**config.mk**
```make
export PLATFORM = sky130hd
export DESIGN_NAME = mem_port_arbiter
export DESIGN_NICKNAME = d
export VERILOG_FILES = /design/src/rtl/mem_port_arbiter_pkg.sv /design/src/rtl/mem_port_arbiter_rr.sv /design/src/rtl/mem_port_arbiter.sv
export SDC_FILE = /design/constraint.sdc
export NUM_CORES = 1
export LEC_CHECK = 0
export BUFFER_PORTS_ARGS = -buffer_cell sky130_fd_sc_hd__buf_4
export CELL_PAD_IN_SITES_DETAIL_PLACEMENT = 0
export CELL_PAD_IN_SITES_GLOBAL_PLACEMENT = 2
export CORE_ASPECT_RATIO = 1.25
export CORE_MARGIN = 1
export CORE_UTILIZATION = 29
export CTS_CLUSTER_SIZE = 20
export DETAILED_ROUTE_END_ITERATION = 10
export GPL_TIMING_DRIVEN = 1
export HOLD_SLACK_MARGIN = 0.12
export PLACE_DENSITY_LB_ADDON = 0.1
export SYNTH_ARGS = -nofsm -noshare
export SYNTH_HDL_FRONTEND = slang
export SYNTH_HIERARCHICAL = 1
export SYNTH_SLANG_ARGS = --single-unit
export TNS_END_PERCENT = 1
```
**constraint.sdc**
```tcl
create_clock -name clk -period 4.3 [get_ports clk]
set_input_delay 0.86 -clock clk [delete_from_list [all_inputs] [get_ports clk]]
set_output_delay 0.86 -clock clk [all_outputs]
set_load 0.01 [all_outputs]
```
**src/rtl/mem_port_arbiter_pkg.sv**
```systemverilog
// Shared types and defaults for the unified-memory port arbiter.
package mem_port_arbiter_pkg;

    // Arbiter sequencing states: accept, wait on memory, deliver response.
    typedef enum logic [1:0] {
        ARB_IDLE = 2'd0,
        ARB_BUSY = 2'd1,
        ARB_RESP = 2'd2
    } arb_state_t;

    // Requester identity, used both for the owner of the access and for the
    // round-robin history.
    typedef enum logic {
        REQ_FETCH = 1'b0,
        REQ_DATA  = 1'b1
    } req_id_t;

    localparam int DEFAULT_ADDR_W  = 16;
    localparam int DEFAULT_DATA_W  = 16;
    localparam int DEFAULT_TIMEOUT = 64;

endpackage

```
**src/rtl/mem_port_arbiter_rr.sv**
```systemverilog
// Two-way round-robin grant. A lone requester always wins; on a tie the
// requester that did not win last time is chosen. Nothing is granted while
// enable is low.
module mem_port_arbiter_rr
    import mem_port_arbiter_pkg::*;
(
    input  logic enable,
    input  logic f_valid,
    input  logic d_valid,
    input  logic last_grant,   // 1 = data path won last, 0 = fetch won last
    output logic grant_f,
    output logic grant_d
);

    logic last_was_data;

    assign last_was_data = (last_grant == logic'(REQ_DATA));

    // Grant decode: fetch wins alone or on a tie after a data grant.
    always_comb begin
        grant_f = 1'b0;
        grant_d = 1'b0;
        if (enable) begin
            grant_f = f_valid && (!d_valid || last_was_data);
            grant_d = d_valid && (!f_valid || !last_was_data);
        end
    end

endmodule

```
**src/rtl/mem_port_arbiter.sv**
```systemverilog
// Shares one single-ported memory between the fetch unit and the data path.
// One access is outstanding at a time: IDLE accepts a request, BUSY holds the
// memory strobe until ack or timeout, RESP pulses the owner's response valid.
//
// Handshake: a requester holds *_valid with its payload stable; *_ready is a
// combinational same-cycle accept that is only ever raised in IDLE (and not
// under halt). Responses are one-cycle *_rsp_valid pulses, with rsp_rdata and
// rsp_err meaningful only in that cycle.
module mem_port_arbiter
    import mem_port_arbiter_pkg::*;
#(
    parameter int ADDR_W  = DEFAULT_ADDR_W,
    parameter int DATA_W  = DEFAULT_DATA_W,
    parameter int TIMEOUT = DEFAULT_TIMEOUT
)
(
    input  logic              clk,
    input  logic              n_rst,
    input  logic              halt,
    input  logic              f_valid,
    input  logic [ADDR_W-1:0] f_addr,
    output logic              f_ready,
    output logic              f_rsp_valid,
    input  logic              d_valid,
    input  logic              d_we,
    input  logic [ADDR_W-1:0] d_addr,
    input  logic [DATA_W-1:0] d_wdata,
    output logic              d_ready,
    output logic              d_rsp_valid,
    output logic [DATA_W-1:0] rsp_rdata,
    output logic              rsp_err,
    output logic              err_sticky,
    output logic              mem_req,
    output logic              mem_we,
    output logic [ADDR_W-1:0] mem_addr,
    output logic [DATA_W-1:0] mem_wdata,
    input  logic              mem_ack,
    input  logic [DATA_W-1:0] mem_rdata,
    output logic [1:0]        dbg_state
);

    localparam int                CNT_W    = $clog2(TIMEOUT);
    localparam logic [CNT_W-1:0]  CNT_LAST = CNT_W'(TIMEOUT - 1);

    arb_state_t        state;
    arb_state_t        state_next;
    req_id_t           last_grant;
    req_id_t           owner;
    logic [CNT_W-1:0]  cnt;
    logic              arb_en;
    logic              grant_f;
    logic              grant_d;
    logic              grant_any;
    logic              timeout_hit;

    // New grants only from IDLE and only while the core is not halted.
    assign arb_en      = (state == ARB_IDLE) && !halt;
    assign grant_any   = grant_f || grant_d;
    // The last BUSY cycle before giving up; an ack here still wins.
    assign timeout_hit = (cnt == CNT_LAST);
    assign dbg_state   = state;

    mem_port_arbiter_rr u_rr (
        .enable     (arb_en),
        .f_valid    (f_valid),
        .d_valid    (d_valid),
        .last_grant (logic'(last_grant)),
        .grant_f    (grant_f),
        .grant_d    (grant_d)
    );

    // State register; reset drops straight back to IDLE, killing any access.
    always_ff @(posedge clk or negedge n_rst) begin
        if (!n_rst) begin
            state <= ARB_IDLE;
        end else begin
            state <= state_next;
        end
    end

    // Next-state logic for the IDLE -> BUSY -> RESP loop.
    always_comb begin
        state_next = state;
        case (state)
            ARB_IDLE: if (grant_any)               state_next = ARB_BUSY;
            ARB_BUSY: if (mem_ack || timeout_hit)  state_next = ARB_RESP;
            ARB_RESP:                              state_next = ARB_IDLE;
            default:                               state_next = ARB_IDLE;
        endcase
    end

    // Outputs decoded from state: accepts, memory strobe, response pulses.
    always_comb begin
        f_ready     = grant_f;
        d_ready     = grant_d;
        mem_req     = (state == ARB_BUSY);
        f_rsp_valid = (state == ARB_RESP) && (owner == REQ_FETCH);
        d_rsp_valid = (state == ARB_RESP) && (owner == REQ_DATA);
    end

    // Capture the winning request; fetch is always a read with zero data.
    always_ff @(posedge clk or negedge n_rst) begin
        if (!n_rst) begin
            last_grant <= REQ_DATA;
            owner      <= REQ_FETCH;
            mem_we     <= 1'b0;
            mem_addr   <= '0;
            mem_wdata  <= '0;
        end else if (grant_any) begin
            last_grant <= grant_d ? REQ_DATA : REQ_FETCH;
            owner      <= grant_d ? REQ_DATA : REQ_FETCH;
            mem_we     <= grant_d && d_we;
            mem_addr   <= grant_d ? d_addr : f_addr;
            mem_wdata  <= grant_d ? d_wdata : '0;
        end
    end

    // Cycles spent in BUSY; cleared everywhere else.
    always_ff @(posedge clk or negedge n_rst) begin
        if (!n_rst) begin
            cnt <= '0;
        end else if (state == ARB_BUSY) begin
            cnt <= cnt + 1'b1;
        end else begin
            cnt <= '0;
        end
    end

    // Response data/error, latched when BUSY completes by ack or timeout.
    always_ff @(posedge clk or negedge n_rst) begin
        if (!n_rst) begin
            rsp_rdata  <= '0;
            rsp_err    <= 1'b0;
            err_sticky <= 1'b0;
        end else if (state == ARB_BUSY) begin
            if (mem_ack) begin
                rsp_rdata <= mem_we ? '0 : mem_rdata;
                rsp_err   <= 1'b0;
            end else if (timeout_hit) begin
                rsp_rdata  <= '0;
                rsp_err    <= 1'b1;
                err_sticky <= 1'b1;
            end
        end
    end

endmodule

```
==> run_summary.xml <==
<?xml version="1.0" encoding="UTF-8"?>
<metrics>
  <group name="clock_network">
    <metric name="cts_tree" unit="">done</metric>
    <metric name="number_of_buffers_created_by_cts" unit="">9</metric>
    <metric name="cts-root-to-sink-buffers" unit="">2</metric>
    <metric name="number_of_cells_upsized_or_downsized_after_cts" unit="">0</metric>
    <metric name="numClockSinks" unit="">61</metric>
    <metric name="htree_levels" unit="">3</metric>
    <metric name="clk-insertion-delay-late" unit="ps">330</metric>
    <metric name="worst_setup_hold_path_clk_slew" unit="ps">70</metric>
    <metric name="post-cts-setup-buffers" unit="">0</metric>
    <metric name="holdBufCountCts" unit="">0</metric>
    <metric name="clock-root-buffer" unit="">sky130_fd_sc_hd__clkbuf_8</metric>
  </group>
  <group name="sta">
    <metric name="post-route-period-util" unit="">0.667</metric>
    <metric name="worst_slack" unit="ps">1430</metric>
    <metric name="slew-limit-headroom" unit="">0.478</metric>
    <metric name="total_negative_setup_slacks" unit="ps">0</metric>
    <metric name="rsz0062_at_grt" unit="">no</metric>
    <metric name="slew_viol_final" unit="">0</metric>
    <metric name="setup-violations-final" unit="">0</metric>
    <metric name="clock-skew-final" unit="ps">9.80</metric>
    <metric name="layout_min_cycle_time" unit="ps">2870</metric>
    <metric name="final_hold_violation_count" unit="">0</metric>
    <metric name="max_clock_freq" unit="MHz">349</metric>
    <metric name="tightestPinTransition" unit="ps">783</metric>
  </group>
  <group name="worst_hold_path">
    <metric name="hold_removal_path_class" unit="">reg -&gt; reg</metric>
  </group>
  <group name="die">
    <metric name="io_pins" unit="">129</metric>
    <metric name="dieArea" unit="µm²">9000</metric>
    <metric name="initial_core_util" unit="">0.302</metric>
    <metric name="core-area" unit="µm²">8290</metric>
    <metric name="rows" unit="">37</metric>
    <metric name="die-width" unit="µm">85.1</metric>
    <metric name="die_height" unit="µm">106</metric>
  </group>
  <group name="placement">
    <metric name="placement.io_buffers" unit="">128</metric>
    <metric name="place_worst_setup_slack" unit="ps">1410</metric>
    <metric name="gp_congestion" unit="">0.703</metric>
    <metric name="hpwl" unit="mm">4.75</metric>
  </group>
  <group name="synth">
    <metric name="synth_seq_area_share" unit="">0.611</metric>
    <metric name="post-synth-top-count-cell" unit="">sky130_fd_sc_hd__dfrtp_1</metric>
    <metric name="synth_top_area_cells" unit="">sky130_fd_sc_hd__dfrtp_1 60%, sky130_fd_sc_hd__a32o_1 6.4%, sky130_fd_sc_hd__mux2i_1 6.4%</metric>
    <metric name="async_reset_ff_frac" unit="">1.00</metric>
    <metric name="synthCells" unit="">196</metric>
    <metric name="yosys-top-cells-count" unit="">60 x sky130_fd_sc_hd__dfrtp_1, 20 x sky130_fd_sc_hd__nand2_1, 18 x sky130_fd_sc_hd__o21ai_0</metric>
    <metric name="synthesis.nets" unit="">268</metric>
    <metric name="synth_seq_cells" unit="">61</metric>
    <metric name="ys_types" unit="">36</metric>
    <metric name="syn_area_per_cell" unit="µm²">12.8</metric>
    <metric name="synth_top_cell_by_area" unit="">sky130_fd_sc_hd__dfrtp_1</metric>
    <metric name="synth_flop_cell" unit="">sky130_fd_sc_hd__dfrtp_1</metric>
    <metric name="synth.cell_area" unit="µm²">2500</metric>
    <metric name="yosysWarningCount" unit="">6</metric>
    <metric name="synth_enable_flop_cells" unit="">0</metric>
    <metric name="proportion_of_netlist_area_held_by_the_largest_area_contributor" unit="">0.600</metric>
  </group>
  <group name="finish">
    <metric name="n_antenna_cell" unit="">0</metric>
    <metric name="nets" unit="">396</metric>
    <metric name="layout-area-overhead-vs-synth" unit="%">49.8</metric>
    <metric name="drive_gt1_frac" unit="">0.471</metric>
    <metric name="post-route-util" unit="">0.452</metric>
    <metric name="layout.filler_cells" unit="">815</metric>
  </group>
  <group name="detailed_routing">
    <metric name="detail_route.iter0.violations" unit="">98</metric>
    <metric name="first_pass_iters" unit="">4</metric>
    <metric name="drt-wirelength-per-cell" unit="µm">15.5</metric>
    <metric name="drt.antenna.violating_nets" unit="">0</metric>
    <metric name="finalWirelength" unit="mm">6.62</metric>
    <metric name="route.detailed.drc" unit="">0</metric>
    <metric name="vias_per_cell" unit="">4.73</metric>
    <metric name="route.vias.total" unit="">2017</metric>
  </group>
  <group name="setup_path">
    <metric name="worst_setup_path_end_kind" unit="">output port</metric>
    <metric name="cp_data_arrival_time" unit="ps">2010</metric>
    <metric name="cpMostUsedCell" unit="">sky130_fd_sc_hd__buf_4</metric>
    <metric name="critPathSlowestCell" unit="">sky130_fd_sc_hd__a21oi_2</metric>
    <metric name="critical_path_peak_fanout" unit="">9</metric>
    <metric name="worst_path_largest_cell_delay" unit="ps">470</metric>
    <metric name="path_cells" unit="">buf_4 -&gt; nor3_1 -&gt; nand2_1 -&gt; a21oi_2 -&gt; buf_4</metric>
    <metric name="cp.required" unit="ps">3440</metric>
    <metric name="startpoint_type" unit="">input port</metric>
    <metric name="setup.worst_path.class" unit="">in -&gt; out</metric>
    <metric name="timing.reg2reg.setup_slack" unit="ps">2050</metric>
  </group>
  <group name="status">
    <metric name="run_status" unit="">complete, no violations</metric>
  </group>
  <group name="global_route">
    <metric name="globalRouteOverflowTotal" unit="">0</metric>
    <metric name="grtUsageTotal" unit="">0.152</metric>
    <metric name="grt_max_degree" unit="">62</metric>
    <metric name="grt_antenna_before_repair" unit="">0</metric>
    <metric name="grt_first_pass_wirelength" unit="mm">10.5</metric>
    <metric name="first_global_vias" unit="">2092</metric>
  </group>
  <group name="power">
    <metric name="leakage" unit="nW">1.83</metric>
    <metric name="p_per_area" unit="nW/µm²">679</metric>
    <metric name="power.ir.vdd_worst" unit="µV">213</metric>
  </group>
  <group name="job">
    <metric name="drv.max_cap_violation_count" unit="">0</metric>
  </group>
</metrics>
[metal layers]
layer  part of all wire  track usage
met5                  0            0
met4              0.013       0.0617
met3              0.074       0.0486
met2               0.52        0.251
met1               0.40        0.181
[where the power goes]
group	switching [W]	leakage (nW)	internal (W)
combinational	0.000448	0.943	0.000544
sequential	0.000161	0.777	0.000833
clock	0.000232	0.110	0.000327
[layout make-up]
class,count,area (µm²),area share
clock inverter,6,87.6,0.0234
sequential,61,1530,0.408
clock buffer,10,128,0.0341
tap,97,121,0.0324
inverter,4,27.5,0.00735
multi-input combinational,118,880,0.235
timing repair buffer,130,976,0.260
[cells by family after synthesis]
family	share of synthesized area
flip-flops	0.611
AO/OA/AOI/OAI	0.180
AND/OR/NAND/NOR	0.0860
buffers and inverters	0.0435
multiplexers	0.0640
XOR/XNOR	0.0105
adder cells (fa/ha/maj)	0.00500
[critical path, delay by kind of cell]
kind | cells | cell delay, ps
simple gates | 2 | 340
buf+inv | 2 | 340
compound gates | 1 | 470
[placed cells by master (no fill, tap or decap), types with 2 or more instances in the layout]
cell,n
sky130_fd_sc_hd__nand2_1,20
sky130_fd_sc_hd__a21o_1,2
sky130_fd_sc_hd__clkbuf_8,9
sky130_fd_sc_hd__o21ai_0,18
sky130_fd_sc_hd__clkinv_4,2
sky130_fd_sc_hd__nand2b_1,2
sky130_fd_sc_hd__mux2i_1,16
sky130_fd_sc_hd__a32o_1,16
sky130_fd_sc_hd__dfrtp_1,60
sky130_fd_sc_hd__a22o_1,16
sky130_fd_sc_hd__bufinv_16,2
sky130_fd_sc_hd__buf_4,130
sky130_fd_sc_hd__clkinv_2,2
sky130_fd_sc_hd__and3_1,2
sky130_fd_sc_hd__nor2_1,4
sky130_fd_sc_hd__inv_1,3
sky130_fd_sc_hd__xnor2_1,2
[flip-flops by register name (all words and copies together), names as in the netlist]
name        count
last_grant      1
owner           1
mem_addr       16
rsp_rdata      16
dbg_state       2
mem_wdata      16
rsp_err         1
mem_we          1
err_sticky      1
cnt             6
[through the flow]
step / cell area [µm²] / power [W] / hold WS, ps / std cells
floorplan: 2500 / 0.00147 / 433 / 196
global placement: 3530 / 0.00201 / 453 / 410
detailed placement: 3530 / 0.00202 / 455 / 410
CTS: 3750 / 0.00259 / 464 / 426
global route: 3750 / 0.00272 / 484 / 426
finish: 3750 / 0.00254 / 463 / 426
[final timing paths]
kind	startpoint	to	cells past startpoint
min in group asynchronous	n_rst	rsp_rdata[4]$_DFFE_PN0P_	1
max in group asynchronous	n_rst	rsp_rdata[7]$_DFFE_PN0P_	1
max	halt	f_ready	5
min reg2reg	cnt[0]$_DFF_PN0_	cnt[0]$_DFF_PN0_	1
min	cnt[0]$_DFF_PN0_	cnt[0]$_DFF_PN0_	1
max reg2reg	dbg_state[0]$_DFFE_PN0P_	dbg_state[0]$_DFFE_PN0P_	6
Note: power is estimated with default switching activity, not from simulation.
